File: config.mk
export PLATFORM = sky130hd
export DESIGN_NAME = rv32c_fetch_aligner_flat
export DESIGN_NICKNAME = d
export VERILOG_FILES = /design/src/rtl/rv32c_fetch_aligner_if.sv /design/src/rtl/rv32c_fetch_aligner.sv /design/src/flat_wrapper.sv
export SDC_FILE = /design/constraint.sdc
export NUM_CORES = 1
export LEC_CHECK = 0
export CORE_ASPECT_RATIO = 1.2
export CORE_UTILIZATION = 45
export CTS_CLUSTER_DIAMETER = 150
export DETAILED_ROUTE_END_ITERATION = 16
export GPL_TIMING_DRIVEN = 0
export PLACE_DENSITY = 0.7
export SYNTH_ARGS = -nofsm -noshare
export SYNTH_HDL_FRONTEND = slang
export SYNTH_SLANG_ARGS = --single-unit
File: constraint.sdc
create_clock -name clk -period 4.26 [get_ports clk]
set_input_delay 0.426 -clock clk [delete_from_list [all_inputs] [get_ports clk]]
set_output_delay 0.426 -clock clk [all_outputs]
set_load 0.02 [all_outputs]
File: src/rtl/rv32c_fetch_aligner_if.sv
// ---------------------------------------------------------------------------
// rv32c_fetch_aligner_if
//   Bundles the signals of the RV32C fetch aligner:
//     redirect_en / redirect_pc            - flush and restart from execute
//     imem_req / imem_addr                 - word-aligned read request
//     imem_ack / imem_rdata                - read completion and data
//     out_valid / out_ready                - instruction handshake
//     out_inst / out_pc / out_compressed   - delivered instruction
//   master: the aligner itself.  slave: memory plus downstream stage.
// ---------------------------------------------------------------------------
interface rv32c_fetch_aligner_if;
    logic        redirect_en;
    logic [31:0] redirect_pc;
    logic        imem_req;
    logic [31:0] imem_addr;
    logic        imem_ack;
    logic [31:0] imem_rdata;
    logic        out_valid;
    logic        out_ready;
    logic [31:0] out_inst;
    logic [31:0] out_pc;
    logic        out_compressed;

    modport master (
        input  redirect_en, redirect_pc,
        output imem_req, imem_addr,
        input  imem_ack, imem_rdata,
        output out_valid, out_inst, out_pc, out_compressed,
        input  out_ready
    );

    modport slave (
        output redirect_en, redirect_pc,
        input  imem_req, imem_addr,
        output imem_ack, imem_rdata,
        input  out_valid, out_inst, out_pc, out_compressed,
        output out_ready
    );
endinterface

File: src/rtl/rv32c_fetch_aligner.sv
// ---------------------------------------------------------------------------
// rv32c_fetch_aligner
//   Fetches 32-bit words from instruction memory, queues them as 16-bit
//   halfwords and hands out one naturally aligned instruction (compressed or
//   32-bit, possibly straddling a word boundary) per handshake with its PC.
//
//   Ports:
//     clk   - clock
//     nrst  - synchronous, active-high reset
//     bus   - rv32c_fetch_aligner_if.master (redirect, imem, output handshake)
//
//   Parameters:
//     RESET_PC - first instruction PC after reset (bit 1 may be set)
//     HQ_DEPTH - halfword queue entries, even and >= 4
//
//   Build option:
//     FETCH_ALIGNER_BYPASS_EN - when defined, an instruction completed by the
//     first usable half of an ack into an empty queue is presented
//     combinationally in the ack cycle (and not queued if accepted).
// ---------------------------------------------------------------------------
module rv32c_fetch_aligner #(
    parameter logic [31:0] RESET_PC = 32'h8000_0000,
    parameter int          HQ_DEPTH = 6
) (
    input  logic                  clk,
    input  logic                  nrst,
    rv32c_fetch_aligner_if.master bus
);
    localparam int PW = $clog2(HQ_DEPTH);
    localparam int CW = $clog2(HQ_DEPTH + 1);

    typedef enum logic [1:0] {IDLE, WAIT, DISCARD} state_t;

    state_t        state;
    logic [15:0]   hq [HQ_DEPTH];
    logic [PW-1:0] rd_ptr, wr_ptr;
    logic [CW-1:0] count;
    logic [31:0]   fetch_addr;    // address of the outstanding/next read
    logic [31:0]   head_pc;       // PC of the queue head
    logic          drop_low;      // next ack starts at its upper half
    logic          imem_req_q;
    logic [31:0]   imem_addr_q;
    logic          out_valid_q, out_compressed_q;
    logic [31:0]   out_inst_q;

    // Circular increment for a queue depth that need not be a power of two.
    function automatic logic [PW-1:0] wrap_inc(input logic [PW-1:0] p, input logic [1:0] inc);
        logic [PW:0] s;
        s = {1'b0, p} + (PW+1)'(inc);
        if (s >= (PW+1)'(HQ_DEPTH)) s = s - (PW+1)'(HQ_DEPTH);
        return s[PW-1:0];
    endfunction

    logic          ack_take, pop;
    logic [1:0]    pop_n, n_cand, n_byp, n_push, pc_adv;
    logic [15:0]   cand0, cand1, push0, push1, e0, e1;
    logic          byp_valid, byp_comp;
    logic [31:0]   byp_inst;
    logic [CW-1:0] remain, count_next;
    logic [PW-1:0] rd_next;
    logic          room;
    logic          nxt_valid, nxt_comp;
    logic [31:0]   nxt_inst;

    // NOTE: every signal gets a default first so no path leaves it unassigned (no latches).
    always_comb begin
        ack_take  = (state == WAIT) && bus.imem_ack && !bus.redirect_en;
        pop       = out_valid_q && bus.out_ready && !bus.redirect_en;
        pop_n     = out_compressed_q ? 2'd1 : 2'd2;

        // Usable halves of the returned word, in address order.
        if (drop_low) begin
            cand0  = bus.imem_rdata[31:16];
            cand1  = bus.imem_rdata[31:16];
            n_cand = 2'd1;
        end else begin
            cand0  = bus.imem_rdata[15:0];
            cand1  = bus.imem_rdata[31:16];
            n_cand = 2'd2;
        end

        byp_valid = 1'b0;
        byp_comp  = 1'b0;
        byp_inst  = 32'h0;
        n_byp     = 2'd0;
`ifdef FETCH_ALIGNER_BYPASS_EN
        if (ack_take && count == '0) begin
            if (cand0[1:0] != 2'b11) begin
                byp_valid = 1'b1;
                byp_comp  = 1'b1;
                byp_inst  = {16'h0, cand0};
            end else if (!drop_low) begin
                byp_valid = 1'b1;
                byp_inst  = bus.imem_rdata;
            end
            if (byp_valid && bus.out_ready) n_byp = byp_comp ? 2'd1 : 2'd2;
        end
`else
        // Outputs come only from the registered queue head.
`endif

        // Halves consumed by the bypass are skipped; the rest are queued.
        n_push = ack_take ? (n_cand - n_byp) : 2'd0;
        push0  = (n_byp == 2'd1) ? cand1 : cand0;
        push1  = cand1;

        remain     = count - (pop ? CW'(pop_n) : CW'(0));
        rd_next    = pop ? wrap_inc(rd_ptr, pop_n) : rd_ptr;
        count_next = remain + CW'(n_push);
        room       = count_next <= CW'(HQ_DEPTH - 2);

        // Post-push/pop head entries feed the registered outputs, giving
        // one-cycle latency from ack to out_valid.
        e0 = (remain >= CW'(1)) ? hq[rd_next] : push0;
        if (remain >= CW'(2))      e1 = hq[wrap_inc(rd_next, 2'd1)];
        else if (remain == CW'(1)) e1 = push0;
        else                       e1 = push1;

        nxt_comp  = (e0[1:0] != 2'b11);
        nxt_valid = (count_next >= CW'(2)) || (count_next == CW'(1) && nxt_comp);
        nxt_inst  = nxt_comp ? {16'h0, e0} : {e1, e0};

        pc_adv = pop ? pop_n : n_byp;
    end

    // NOTE: the halfword storage is not reset; count alone says which entries are live.
    always_ff @(posedge clk) begin
        if (n_push != 2'd0) hq[wr_ptr] <= push0;
        if (n_push == 2'd2) hq[wrap_inc(wr_ptr, 2'd1)] <= push1;
    end

    // NOTE: sequential state uses non-blocking assignments so every register samples pre-edge values.
    always_ff @(posedge clk) begin
        if (nrst) begin
            state            <= IDLE;
            rd_ptr           <= '0;
            wr_ptr           <= '0;
            count            <= '0;
            fetch_addr       <= {RESET_PC[31:2], 2'b00};
            head_pc          <= RESET_PC;
            drop_low         <= RESET_PC[1];
            imem_req_q       <= 1'b0;
            imem_addr_q      <= {RESET_PC[31:2], 2'b00};
            out_valid_q      <= 1'b0;
            out_compressed_q <= 1'b0;
            out_inst_q       <= 32'h0;
        end else if (bus.redirect_en) begin
            rd_ptr      <= '0;
            wr_ptr      <= '0;
            count       <= '0;
            head_pc     <= {bus.redirect_pc[31:1], 1'b0};
            fetch_addr  <= {bus.redirect_pc[31:2], 2'b00};
            drop_low    <= bus.redirect_pc[1];
            out_valid_q <= 1'b0;
            // An in-flight read must still complete; its data is stale.
            if (state != IDLE) begin
                if (bus.imem_ack) begin
                    state      <= IDLE;
                    imem_req_q <= 1'b0;
                end else begin
                    state <= DISCARD;
                end
            end
        end else begin
            wr_ptr           <= wrap_inc(wr_ptr, n_push);
            rd_ptr           <= rd_next;
            count            <= count_next;
            head_pc          <= head_pc + {29'h0, pc_adv, 1'b0};
            out_valid_q      <= nxt_valid;
            out_compressed_q <= nxt_comp;
            out_inst_q       <= nxt_inst;
            case (state)
                IDLE: begin
                    if (room) begin
                        state       <= WAIT;
                        imem_req_q  <= 1'b1;
                        imem_addr_q <= fetch_addr;
                    end
                end
                WAIT: begin
                    if (bus.imem_ack) begin
                        drop_low   <= 1'b0;
                        fetch_addr <= fetch_addr + 32'd4;
                        if (room) begin
                            imem_addr_q <= fetch_addr + 32'd4;
                        end else begin
                            state      <= IDLE;
                            imem_req_q <= 1'b0;
                        end
                    end
                end
                DISCARD: begin
                    if (bus.imem_ack) begin
                        state      <= IDLE;
                        imem_req_q <= 1'b0;
                    end
                end
                default: state <= IDLE;
            endcase
        end
    end

    assign bus.imem_req       = imem_req_q;
    assign bus.imem_addr      = imem_addr_q;
    assign bus.out_valid      = out_valid_q | byp_valid;
    assign bus.out_inst       = byp_valid ? byp_inst : out_inst_q;
    assign bus.out_compressed = byp_valid ? byp_comp : out_compressed_q;
    assign bus.out_pc         = head_pc;

    // Halfword PCs make redirect_pc[0] meaningless.
    logic unused_redirect_lsb;
    assign unused_redirect_lsb = bus.redirect_pc[0];
endmodule

File: src/flat_wrapper.sv
// flat-port wrapper written by rule: the top's interface ports become plain ports
module rv32c_fetch_aligner_flat 
#(
    parameter logic [31:0] RESET_PC = 32'h8000_0000,
    parameter int          HQ_DEPTH = 6
)
  (clk, nrst, bus_redirect_en, bus_redirect_pc, bus_imem_req, bus_imem_addr, bus_imem_ack, bus_imem_rdata, bus_out_valid, bus_out_inst, bus_out_pc, bus_out_compressed, bus_out_ready);
  rv32c_fetch_aligner_if bus_i ();
  input  logic clk;
  input  logic nrst;
  input wire logic [$bits(bus_i.redirect_en)-1:0] bus_redirect_en;
  input wire logic [$bits(bus_i.redirect_pc)-1:0] bus_redirect_pc;
  output wire logic [$bits(bus_i.imem_req)-1:0] bus_imem_req;
  output wire logic [$bits(bus_i.imem_addr)-1:0] bus_imem_addr;
  input wire logic [$bits(bus_i.imem_ack)-1:0] bus_imem_ack;
  input wire logic [$bits(bus_i.imem_rdata)-1:0] bus_imem_rdata;
  output wire logic [$bits(bus_i.out_valid)-1:0] bus_out_valid;
  output wire logic [$bits(bus_i.out_inst)-1:0] bus_out_inst;
  output wire logic [$bits(bus_i.out_pc)-1:0] bus_out_pc;
  output wire logic [$bits(bus_i.out_compressed)-1:0] bus_out_compressed;
  input wire logic [$bits(bus_i.out_ready)-1:0] bus_out_ready;
  assign bus_i.redirect_en = bus_redirect_en;
  assign bus_i.redirect_pc = bus_redirect_pc;
  assign bus_imem_req = bus_i.imem_req;
  assign bus_imem_addr = bus_i.imem_addr;
  assign bus_i.imem_ack = bus_imem_ack;
  assign bus_i.imem_rdata = bus_imem_rdata;
  assign bus_out_valid = bus_i.out_valid;
  assign bus_out_inst = bus_i.out_inst;
  assign bus_out_pc = bus_i.out_pc;
  assign bus_out_compressed = bus_i.out_compressed;
  assign bus_i.out_ready = bus_out_ready;
  rv32c_fetch_aligner #(.RESET_PC(RESET_PC), .HQ_DEPTH(HQ_DEPTH)) u_core (.clk(clk), .nrst(nrst), .bus(bus_i));
endmodule
==> metrics.txt <==
Top delay family on crit path simple AND/OR/NAND/NOR gates; Post CTS Setup Buffer Count 0; metal1 wirelength approximately 17 mm; Synth top area share 21.6%; count leader, synth nand2_1; largest area contributor in the netlist edfxtp_1; Initial DRT Pass Iterations 9; vias in the first global route 12,058; final setup fails 0; Post-synth EDFFs 96; Tightest Pin Transition around 1.2 ns; ys flop type dfxtp_1; Worst Skew approximately 0.034 ns; CP startpoint kind flip-flop; Vias/cell around 6.0; clock latency on the worst-skew pair 0.56 ns; Via Count roughly 13,000; Power, Total roughly 5.4 mW; Routed Antenna Nets 0; leakage power ~6.0 nW; Mapped Area around 0.013 mm2; post-layout minimum cycle time roughly 4.0 ns; library cells used by synthesis 81; max-slew violations 0; final hold violation count 0; status complete, no violations; slowest CP cell nor2_1; buffers added on ports ~150; period utilization about 94%; Syn Area/Cell between 8 and 9 um2; sequential power share 46.4%; Initial Util about 46%; worst path bufs/invs 3; routed wl met2 23.2 mm; largest net degree at the start of global routing 20; Logic pwr share ~14%; Critical Path RT between 4 and 5 ns; GPL Wtd Cong about 1; average wire per standard cell approximately 22 um; P_int around 4 mW; Die Y around 190 um; Overflow after GRT 0; hold-fix buffers at CTS 0; Synth Warn # 0; Top Metal Used met4; Fillers around 2,600; crit end category flip-flop; ys async rst share 0%; layout cells sized above 1 10.5%; # Max-Cap Violations 0; clock tree from TritonCTS done; switch share a little over a quarter; register area share after synthesis a little over two fifths; slew margin rel. 21.0%; clock share of power approximately 40%; initial antenna violation count 1; RSZ-0062 raised after global routing no; kind of critical path flip-flop to flip-flop; P&R area growth vs syn 21.0%; number of synthesized register bits roughly 230; nets@finish roughly 1,800; Post-synth top cells nand2_1 (227), nor2_1 (152), dfxtp_1 (138); Max FO, Critical Path 16; f_max 249 MHz; Die W 159 um; worst path cell trace inv_1 -> ha_1 -> clkbuf_1 -> nand2b_1 -> o22ai_1 -> nand2_1 -> nor2_1 -> buf_2 -> a41o_2; total global-route track usage roughly 30%; DP Cell Count about 2,000; DP HPWL between 30 and 40 mm; area occupied by multi-input gates about 0.0071 mm2; row cnt 68; arrival time worst endpoint around 4.2 ns; met3 wire len roughly 4.5 mm; PwrDens ~330 mW/mm2; TritonCTS Buffers 25; Finished Layout Cells slightly above 2,000; Die ar. roughly 0.03 mm2; area of the core about 0.029 mm2; maximum clock path buffer count 3; CTS Root Cell clkbuf_16; slowest stage delay, CP ~0.9 ns; global-route wire length before repair between 60 and 70 mm; First DRT Iteration DRCs roughly 1,300; H-tree Lvls 1; Clock Pin Slew Worst Setup and Hold Paths ~0.060 ns; Ports roughly 170; Max VDD drop ~0.00026 V; Synth Instances approximately 1,500; clk sinks approximately 230; Hold WS about 0.30 ns; register area approximately 0.0056 mm2; NetSw 1.44 mW; Hold Crit Class input pin to flip-flop; DRC Markers 0; largest cells by area after synthesis edfxtp_1 (22%), dfxtp_1 (21%), nand2_1 (6.4%), mux2_2 (6.2%), nor2_1 (4.3%); Total Wirelength 46.6 mm
cell families after synthesis:
family / count (synthesis) / synth area share [%]
flip-flops: 234 / 42.3
adder cells (fa/ha/maj): 16 / 1.78
other: 1 / 0.0281
XOR/XNOR: 75 / 5.02
AND/OR/NAND/NOR: 542 / 18.6
AO/OA/AOI/OAI: 365 / 18.4
multiplexers: 110 / 9.02
buffers and inverters: 146 / 4.86
state kept, by name, indices dropped and copies added (netlist names), 2 cells and up:
name	count
u_core.fetch_addr	30
u_core.bus.out_inst	32
u_core.count	3
u_core.bus.out_pc	31
u_core.state	2
u_core.rd_ptr	3
u_core.bus.imem_addr	30
u_core.hq	96
u_core.wr_ptr	3
path summary, 6_finish.rpt:
check / from / to / slack, ns / depth (start not counted)
setup / recovery: u_core.wr_ptr[1] / u_core.hq[5][2] / 0.25 / 9
setup reg to reg: u_core.wr_ptr[1] / u_core.hq[5][2] / 0.25 / 9
hold reg to reg: u_core.bus.out_inst[0] / u_core.bus.out_inst[0] / 0.47 / 2
hold / removal: bus_imem_rdata[29] / u_core.hq[5][13] / 0.30 / 2
layer usage:
metal	track usage (%)	vias to the layer above
met5	0	-
met4	13.3	0
met3	5.39	162
met2	53.9	752
met1	35.0	5867
li1	-	5729
cell type report:
class                   instances  share of cell area (%)
multi-input cells            1111                    43.9
flip-flops and latches        234                    34.9
repair buffers                152                    9.37
clock buffers                  35                    4.10
plain buffers                 124                    3.53
well taps                     385                    2.98
clock inverters                11                   0.673
inverters                      21                   0.488
diodes                          1                  0.0155
stage by stage:
step           worst slack [ns]  util [%]  area, um2  setup TNS [ns]
6_report                  0.246      55.7      16200               0
5_1_grt                  0.0881      55.7      16200               0
4_1_cts                  0.0336      55.7      16200               0
3_5_place_dp             -0.451      53.0      15400          -17.62
3_3_place_gp              -1.56      52.8      15300          -72.48
2_1_floorplan             0.890         -      13400               0
cells in the final DEF (no fill, tap or decap), types with 23 or more instances in the layout:
master / Yosys / layout
nand2_1: 227 / 227
nor2_1: 152 / 152
clkdlybuf4s50_1: 0 / 146
dfxtp_1: 138 / 138
a21oi_1: 110 / 110
edfxtp_1: 96 / 96
clkbuf_1: 81 / 89
mux2_2: 73 / 73
o21ai_0: 68 / 68
nand3_1: 58 / 58
xor2_1: 42 / 42
mux2i_1: 36 / 36
xnor2_1: 32 / 32
clkbuf_16: 0 / 25
a211oi_1: 23 / 23
a22oi_1: 23 / 23
power by group through the flow:
stage / Sequential [mW] / Clock [mW] / Combinational (mW)
2_1_floorplan: 2.61 / 0 / 0.361
3_3_place_gp: 2.55 / 0 / 0.733
3_5_place_dp: 2.56 / 0 / 0.745
4_1_cts: 2.51 / 2.15 / 0.748
5_1_grt: 2.52 / 2.25 / 0.806
6_report: 2.51 / 2.14 / 0.754
timing repair:
action / 4_1_cts / 5_1_grt
pin swaps: 0 / 0
gates resized for setup: 0 / 5
endpoints found under the setup margin: 30 / 44
No activity file was read; power rests on OpenSTA's default activity.
